$ cat src/rtl/hb_pkg.sv
// Shared types and reset defaults for the heartbeat rate sequencer.
package hb_pkg;

  typedef enum logic [1:0] {
    IDLE,
    LOAD,
    RUN,
    DONE
  } hb_state_t;

  localparam int DEF_THRESHOLD = 1;
  localparam int DEF_REPEATS   = 1;

endpackage

$ cat src/rtl/hb_tick_divider.sv
// Programmable half-period divider: toggles div_out every threshold cycles
// while run is high and decodes one beat per full output period.
module hb_tick_divider
  import hb_pkg::*;
#(
  parameter int CNT_W = 32
) (
  input  logic             clk,
  input  logic             clr,
  input  logic             run,
  input  logic [CNT_W-1:0] threshold,
  output logic             div_out,
  output logic             beat
);

  logic [CNT_W-1:0] cnt;
  logic             at_top;

  // threshold is never zero here; the sequencer saturates it to 1 on load
  assign at_top = (cnt == (threshold - CNT_W'(1)));
  assign beat   = run && at_top && div_out;

  always_ff @(posedge clk) begin
    if (clr) begin
      cnt     <= '0;
      div_out <= 1'b0;
    end else if (run) begin
      if (at_top) begin
        cnt     <= '0;
        div_out <= ~div_out;
      end else begin
        cnt <= cnt + CNT_W'(1);
      end
    end
  end

endmodule

$ cat src/rtl/hb_rate_sequencer.sv
// Steps a single heartbeat divider through a table of rate phases, changing
// rate only on beat boundaries; runs the table once or loops it.
module hb_rate_sequencer
  import hb_pkg::*;
#(
  parameter int NUM_PHASES = 4,
  parameter int CNT_W      = 32,
  parameter int REP_W      = 8
) (
  input  logic                          clk,
  input  logic                          reset,
  input  logic                          start,
  input  logic                          stop,
  input  logic                          loop,
  input  logic                          cfg_we,
  input  logic [$clog2(NUM_PHASES)-1:0] cfg_idx,
  input  logic [CNT_W-1:0]              cfg_threshold,
  input  logic [REP_W-1:0]              cfg_repeats,
  output logic                          div_out,
  output logic                          beat,
  output logic [$clog2(NUM_PHASES)-1:0] phase,
  output logic                          busy,
  output logic                          done
);

  localparam int IDX_W = $clog2(NUM_PHASES);
  localparam logic [IDX_W-1:0] LAST_PHASE = IDX_W'(NUM_PHASES - 1);

  hb_state_t        state_q, state_d;
  logic [IDX_W-1:0] phase_d;

  logic [CNT_W-1:0] thr_tab [NUM_PHASES];
  logic [REP_W-1:0] rep_tab [NUM_PHASES];
  logic [CNT_W-1:0] thr_act;
  logic [REP_W-1:0] rep_act;
  logic [REP_W-1:0] beat_cnt, beat_cnt_inc;
  logic             run, clr, phase_end;

  assign run = (state_q == RUN);
  assign clr = reset || stop || !run;

  hb_tick_divider #(
    .CNT_W(CNT_W)
  ) u_div (
    .clk      (clk),
    .clr      (clr),
    .run      (run),
    .threshold(thr_act),
    .div_out  (div_out),
    .beat     (beat)
  );

  // Table writes never disturb the active phase; they are picked up at LOAD.
  always_ff @(posedge clk) begin
    if (reset) begin
      for (int i = 0; i < NUM_PHASES; i++) begin
        thr_tab[i] <= CNT_W'(DEF_THRESHOLD);
        rep_tab[i] <= REP_W'(DEF_REPEATS);
      end
    end else if (cfg_we && (32'(cfg_idx) < NUM_PHASES)) begin
      thr_tab[cfg_idx] <= cfg_threshold;
      rep_tab[cfg_idx] <= cfg_repeats;
    end
  end

  always_ff @(posedge clk) begin
    if (reset) begin
      thr_act <= CNT_W'(DEF_THRESHOLD);
      rep_act <= REP_W'(DEF_REPEATS);
    end else if (state_q == LOAD) begin
      thr_act <= (thr_tab[phase] == '0) ? CNT_W'(1) : thr_tab[phase];
      rep_act <= (rep_tab[phase] == '0) ? REP_W'(1) : rep_tab[phase];
    end
  end

  // Beat counter saturates instead of wrapping.
  assign beat_cnt_inc = (beat_cnt == '1) ? beat_cnt : beat_cnt + REP_W'(1);
  assign phase_end    = beat && (beat_cnt_inc >= rep_act);

  always_ff @(posedge clk) begin
    if (reset || !run) begin
      beat_cnt <= '0;
    end else if (beat) begin
      beat_cnt <= beat_cnt_inc;
    end
  end

  always_ff @(posedge clk) begin
    if (reset) begin
      state_q <= IDLE;
      phase   <= '0;
    end else begin
      state_q <= state_d;
      phase   <= phase_d;
    end
  end

  always_comb begin
    state_d = state_q;
    phase_d = phase;
    busy    = 1'b0;
    done    = 1'b0;
    case (state_q)
      IDLE: begin
        if (start) begin
          state_d = LOAD;
          phase_d = '0;
        end
      end
      LOAD: begin
        busy    = 1'b1;
        state_d = RUN;
      end
      RUN: begin
        busy = 1'b1;
        if (phase_end) begin
          if (phase != LAST_PHASE) begin
            phase_d = phase + IDX_W'(1);
            state_d = LOAD;
          end else if (loop) begin
            phase_d = '0;
            state_d = LOAD;
          end else begin
            state_d = DONE;
          end
        end
      end
      DONE: begin
        done    = 1'b1;
        state_d = IDLE;
      end
      default: state_d = IDLE;
    endcase
    // stop overrides everything, including a same-cycle start
    if (stop) begin
      state_d = IDLE;
      phase_d = phase;
    end
  end

endmodule

$ cat config.mk
export PLATFORM = sky130hd
export DESIGN_NAME = hb_rate_sequencer
export DESIGN_NICKNAME = d
export VERILOG_FILES = /design/src/rtl/hb_pkg.sv /design/src/rtl/hb_tick_divider.sv /design/src/rtl/hb_rate_sequencer.sv
export SDC_FILE = /design/constraint.sdc
export NUM_CORES = 1
export LEC_CHECK = 0
export CORE_MARGIN = 2
export CORE_UTILIZATION = 66
export DETAILED_ROUTE_END_ITERATION = 16
export GPL_ROUTABILITY_DRIVEN = 1
export GPL_TIMING_DRIVEN = 0
export PLACE_DENSITY = 0.85
export SLEW_MARGIN = 20
export SYNTH_ARGS = -nofsm -noshare
export SYNTH_HDL_FRONTEND = slang
export SYNTH_SLANG_ARGS = --single-unit
$ cat constraint.sdc
create_clock -name clk -period 8.8 [get_ports clk]
set_input_delay 1.32 -clock clk [delete_from_list [all_inputs] [get_ports clk]]
set_output_delay 1.32 -clock clk [all_outputs]
set_load 0.03 [all_outputs]
======== Word-level counts from Yosys, hierarchy flattened ========
Memory sizes are Yosys's and may differ from the RTL's. A register that Yosys moved wholly into a read port is not among the register bits.
Cells that the tools add are included.
W data, S select, Z words.
storage, ports and cells
  register bits ........................... 85
  bits in writable memories ............... 160
  bits of input ports ..................... 48
  output and inout port bits .............. 6
  word-level logic and storage cells ...... 74
  memories ................................ 2
memory list
  memory   words  width  read ports  clocked after Yosys merged registers in  write ports  RTL line                 RTL
  thr_tab  4      32     1           1                                        4            hb_rate_sequencer.sv:32  logic [CNT_W-1:0] thr_tab [NUM_PHASES];
  rep_tab  4      8      1           1                                        4            hb_rate_sequencer.sv:33  logic [REP_W-1:0] rep_tab [NUM_PHASES];
operators by class
  $add $sub $neg .......................... 4
  $lt $le $gt $ge ......................... 1
  equality and inequality tests ........... 9
  muxes and demuxes ....................... 31
  bitwise operators ....................... 2
  reduce and logical (&&, ||, !) cells .... 18
operators with widths
  cell                     count
  $mux W32                 3
  $add A32 B1 Y32 const B  1
  $eq A32 B32 Y1           1
  $logic_not A32 Y1        1
  $reduce_or A32 Y1        1
  $sub A32 B1 Y32 const B  1
  $mux W2                  14
  $mux W8                  3
  $mux W1                  9
  $add A8 B1 Y8 const B    1
  $eq A8 B8 Y1 const B     1
  $ge A8 B8 Y1             1
  $logic_not A8 Y1         1
  $pmux W2 S4              1
  $reduce_or A8 Y1         1
  $reduce_and A5 Y1        1
  $eq A2 B2 Y1 const B     2
  $ne A2 B2 Y1 const B     2
  $pmux W2 S2              1
  $reduce_and A2 Y1        2
  $reduce_or A2 Y1         2
  $logic_and A1 B1 Y1      3
  $logic_or A1 B1 Y1       3
  $ne A3 B2 Y1 const B     1
  other kinds (7)          8

======== Depth between registers and ports, before layout ========
  word-level depth ........................ 9
  depth in mapped cells ................... 15
  gate-level depth less buffers ........... 14

======== By module ========
From an unflattened synthesis, not the netlist that was laid out.
second synthesis, totals
  cell total of the unflattened synthesis .. 1015
  area, all modules ....................... 12114.1 um^2
modules (own cells, without submodules)
  module             instances  cells an instance  area each (um^2)  seq. area each (um^2)
  hb_rate_sequencer  1          652                9362.7            5885.6
  hb_tick_divider    1          363                2751.4            660.6

======== Worst setup path before layout ========
Ideal clock, no wire load.
  path kind ............................... reg2out
  start ................................... register thr_act[0]
  end ..................................... output port beat
  data arrival time ....................... 3443 ps
  required time ........................... 7480 ps
  path slack .............................. 4037 ps
  stages on the path, launching flop included .. 12
  path buffers ............................ 1
  path through ............................ dfxtp_1 -> inv_1 -> ha_1 -> nor3b_1 -> buf_2 -> a21oi_1 -> nor2_1 -> or4_1 -> or4_1 -> or4_1 -> or4b_4 -> clkinv_1
on the way
  cells in the longest elaborated chain, start to end .. 4
ends and longest elaborated chain
  element                           RTL line                 RTL
  from (decl)                       hb_rate_sequencer.sv:34  logic [CNT_W-1:0] thr_act;
  from (signal assigned)            hb_rate_sequencer.sv:68  thr_act <= CNT_W'(DEF_THRESHOLD);
  from (signal assigned)            hb_rate_sequencer.sv:71  thr_act <= (thr_tab[phase] == '0) ? CNT_W'(1) : thr_tab[phase];
  $sub A32 B1 Y32                   hb_tick_divider.sv:20    assign at_top = (cnt == (threshold - CNT_W'(1)));
  $eq A32 B32 Y1                    hb_tick_divider.sv:20
  $logic_and A1 B1 Y1 (2 in a row)  hb_tick_divider.sv:21    assign beat = run && at_top && div_out;
  to (decl)                         hb_rate_sequencer.sv:20  output logic beat,
Every way passes these cells.

======== Final worst setup path ========
Ends and elaborated chain as after synthesis.

==> results.md <==
Clock tree:
- In this run the number of H-tree levels came out at 1.
- For this design, the CTS-stage hold fixing added 0 buffers.
- The clock insertion delay at the later pin of the skew report is 0.55 ns.
- The maximum clock insertion buffer count is 3.
- Once the clock tree was built, the setup fixing pass inserted 0 buffers.
- The CTS tree is done.
- The TritonCTS sink count is 247.
- After clock tree synthesis, the clock-pin slew on the worst setup and hold paths is approximately 0.060 ns.
- Buffers inserted during clock tree synthesis total 26.
- Post-CTS repair changed the size of 0 cells.
- The clock tree root driver cell is sky130_fd_sc_hd__clkbuf_16.

Place:
- The area after detailed placement is roughly 13000 um2.
- At the end of routability-driven placement, the weighted congestion stood at between 0.9 and 1.
- The worst slack after detailed placement is approximately 3 ns.
- After legalization and detailed placement, the total HPWL measured 20.48 mm.
- The port buffer count is 53.
- The total placed cells including tap cells is around 1400.

Finish:
- The repair_antennas step left the layout with diodes totalling 0.
- For this run, the share of the core covered by cells in the final layout is 0.7569.
- The number of fillers in the final layout is 1180.
- The final net count is about 1200.
- Of the cells placed in the final design, the portion with a size suffix greater than 1 is 0.09121.
- From synthesis to final layout, the design area changed by 13.55%.
- The finished cells cover 14060 um2.
- For this run, the number of standard cells in the final layout without fillers is 1429.

Setup path:
- The terminus of the critical flop-to-flop path is u_div.cnt[3].
- The delay contributed by the slowest stage of the critical path is 0.70 ns.
- For the worst flop-to-flop path, the logic depth is 15.
- The library cell contributing the largest single delay on the critical path is sky130_fd_sc_hd__clkdlybuf4s50_1.
- The type of the worst setup path is reg2out.
- The signal on the critical path passes through inv_1 -> ha_1 -> nor3b_1 -> buf_2 -> a21oi_1 -> nor2_1 -> or4_1 -> or4_1 -> or4_1 -> or4b_4 -> clkinv_1 -> clkdlybuf4s50_1.
- The type of origin of the critical path is a flop.
- The source of the worst register-to-register timing path is thr_act[0].
- STA classifies the critical path endpoint as a primary output.
- The critical path's most frequent cell is sky130_fd_sc_hd__or4_1.
- At the worst endpoint, the arrival time is ~5.1 ns.
- Setup slack on the worst reg-to-reg path comes out at 4.35 ns.
- At the worst endpoint, the required time is 7.48 ns.
- Of all nets on the critical path, the largest fanout is 10.

Routing:
- The detail route stage leaves a number of antenna-violating nets equal to 0.
- After detailed routing, the wire length on met1 is between 10 and 15 mm.
- The routed design uses about 2.3 mm of met3 wire.
- The total wirelength of the detailed-routed design is 31.22 mm.
- The number of DRC violations after detailed routing is 0.
- The first-pass detailed-route iteration total is 8.
- Summing over every cut layer, the via total after detailed routing is slightly above 9000.
- The number of vias per cell after detailed routing is 6.373.
- After detailed routing, no signal wire sits above met4.
- After detailed routing, the average wire length per cell comes to roughly 22 um.
- The first routing iteration left between 800 and 900 violations.
- Detailed routing placed a total of 15.25 mm of wire on met2.

Min path:
- The path with the worst hold slack has its endpoint at u_div.cnt[0].
- The startpoint identified for the worst hold timing path is u_div.cnt[0].
- The tightest min-delay check is of the reg2reg type.
- Along the worst hold path, the cell count comes to 1.

Timing:
- The count of endpoints failing hold in the final timing report is 0.
- In this run the tightest slew margin relative to its limit is 0.2685.
- For the final database, setup skew stands at around 0.02 ns.
- The fraction of the cycle the final worst path needs is 0.7241.
- At the pin with the least slew margin, the transition time is roughly 1.1 ns.
- Setup violations remaining at the end of the flow were counted as 0.
- Across all setup checks in the final design, the least slack found is between 2 and 2.5 ns.
- Setup repair after global routing left no endpoint under its margin.
- The final-layout worst hold slack is approximately 0.49 ns.
- The minimum clock period after layout is between 6 and 7 ns.
- The total negative setup slack is 0 ns.
- For this run, the top clock speed supported by timing is ~0.16 GHz.
- The number of slew-limit violations in the final report came to 0.

Floorplan:
- The die covers about 20000 um2.
- The count of pins on the block boundary is 54.
- The area of the core region is ~19000 um2.
- The die height is ~140 um.
- From left edge to right edge, the die measures between 100 and 150 um.
- The initialized floorplan defines 50 standard-cell rows.
- The initial cell density of the core is 0.6666.

Synth:
- The total number of yosys warnings is 0.
- The cell type with the largest total area after synthesis is sky130_fd_sc_hd__edfxtp_1.
- Synthesis produced a netlist whose cell count is 1094.
- The post-synthesis sequential element count is 247.
- The fraction of the yosys area taken by sequential cells is 0.5285.
- The number of distinct library cells after synthesis is 68.
- The most used flip-flop cell after synthesis is sky130_fd_sc_hd__edfxtp_1.
- The post-synthesis instance area is between 10000 and 15000 um2.
- The net count after synthesis is 1158.
- Of the post-synthesis cell area, the dominant cell type holds 0.3879.
- After synthesis, the most frequently instantiated cells are 160 x sky130_fd_sc_hd__edfxtp_1, 153 x sky130_fd_sc_hd__and2_1, 107 x sky130_fd_sc_hd__nor2_1.
- The async set-reset flop share out of synthesis is 0.
- In the post-synthesis netlist, the cell with the most instances is sky130_fd_sc_hd__edfxtp_1.
- In this run the mean area of a mapped cell was 11.32 um2.
- Yosys attributes the largest share of cell area to sky130_fd_sc_hd__edfxtp_1 39%, sky130_fd_sc_hd__dfxtp_1 14%, sky130_fd_sc_hd__and2_1 7.7%.
- The number of synthesized flops with an enable pin is 160.

Power:
- The peak supply drop is around 180 uV.
- The cell area power density is 189.0 nW/um2.
- The static leakage power is between 4 and 5 nW.
- The total power after layout is around 2.7 mW.

Global routing:
- The number of antenna violations at the first check in global routing is 0.
- For this run, the total global-route usage over all layers was measured as 0.3164.
- The residual overflow from global routing is 0.
- The first global-routing pass estimated between 40 and 50 mm of wire.
- The via count of the first global-routing pass came to approximately 9000.
- The pin count of the biggest net entering global routing is 41.

Job:
- The tool flagged a number of max-cap violations equal to 0.

Status:
- The run finished with clean final reports.
## where the power goes
part           leakage (nW)  switching, mW  internal, mW
logic                  2.23          0.146         0.103
registers              2.26         0.0318          1.30
clock network         0.415          0.462         0.614
## state kept, by name (all words and copies together), names as in the netlist, named ones only
signal         count
thr_act           32
beat_cnt           8
rep_act            8
state_q            2
phase              2
thr_tab          128
rep_tab           32
u_div.cnt         32
u_div.div_out      1
## how the worst max path moves through the flow
stage | startpoint | end | slack, ns | cells after the start
finish | thr_act[0] | beat | 2.43 | 12
global route | thr_act[0] | beat | 2.16 | 12
CTS | thr_act[0] | beat | 2.47 | 12
detailed placement | thr_act[0] | beat | 3.07 | 12
global placement | thr_act[0] | beat | 3.11 | 12
floorplan | thr_act[0] | beat | 4.04 | 11
## per-layer routing
metal  vias up  global-route usage
met1      4406              0.4179
li1       4117                   -
met2       464              0.5240
met3       120             0.04620
met5         -                   0
met4         0              0.1463
## layout by cell type (no fill, tap or decap), types with 13 or more instances in the layout
| cell type | netlist | final |
|---|---|---|
| sky130_fd_sc_hd__mux4_2 | 40 | 40 |
| sky130_fd_sc_hd__nor2b_1 | 31 | 31 |
| sky130_fd_sc_hd__nor3_1 | 19 | 19 |
| sky130_fd_sc_hd__nor2_1 | 107 | 107 |
| sky130_fd_sc_hd__and2_1 | 153 | 153 |
| sky130_fd_sc_hd__xnor2_1 | 34 | 34 |
| sky130_fd_sc_hd__nor4_1 | 23 | 23 |
| sky130_fd_sc_hd__mux2i_1 | 13 | 13 |
| sky130_fd_sc_hd__xor2_1 | 38 | 38 |
| sky130_fd_sc_hd__clkbuf_16 | 0 | 26 |
| sky130_fd_sc_hd__ha_1 | 16 | 16 |
| sky130_fd_sc_hd__nand2_1 | 41 | 41 |
| sky130_fd_sc_hd__edfxtp_1 | 160 | 160 |
| sky130_fd_sc_hd__nand3_1 | 24 | 24 |
| sky130_fd_sc_hd__clkdlybuf4s50_1 | 0 | 53 |
| sky130_fd_sc_hd__nand2b_1 | 22 | 22 |
| sky130_fd_sc_hd__nand4_1 | 23 | 23 |
| sky130_fd_sc_hd__inv_1 | 23 | 23 |
| sky130_fd_sc_hd__clkbuf_1 | 53 | 60 |
| sky130_fd_sc_hd__a21oi_1 | 41 | 41 |
| sky130_fd_sc_hd__dfxtp_1 | 87 | 87 |
## cell type report
| type | instances | area [um2] | area share |
|---|---|---|---|
| Inverter | 24 | 90.09 | 0.006406 |
| Clock buffer | 37 | 732.0 | 0.05205 |
| Clock inverter | 11 | 110.1 | 0.007829 |
| Buffer | 65 | 255.2 | 0.01815 |
| Sequential cell | 247 | 6546 | 0.4655 |
| Multi-Input combinational cell | 758 | 5507 | 0.3915 |
| Tap cell | 234 | 292.8 | 0.02082 |
| Timing Repair Buffer | 53 | 530.5 | 0.03772 |
## worst max-delay path, delay by kind of cell (launching register included)
kind,cells,cell delay [ns]
compound gates,1,0.19
fa+ha+maj,1,0.27
buf+inv,4,1.16
flops,1,0.45
simple gates,6,2.43
## cell families (layout without fill, tap and decap cells)
| logic type | after synthesis | after routing | synth area share |
|---|---|---|---|
| AO/OA/AOI/OAI | 110 | 110 | 0.05940 |
| XOR/XNOR | 72 | 72 | 0.05091 |
| adder cells (fa/ha/maj) | 16 | 16 | 0.01616 |
| buffers and inverters | 89 | 190 | 0.02778 |
| flip-flops | 247 | 247 | 0.5285 |
| multiplexers | 56 | 56 | 0.08597 |
| AND/OR/NAND/NOR | 504 | 504 | 0.2312 |
No activity file was read; power rests on OpenSTA's default activity.
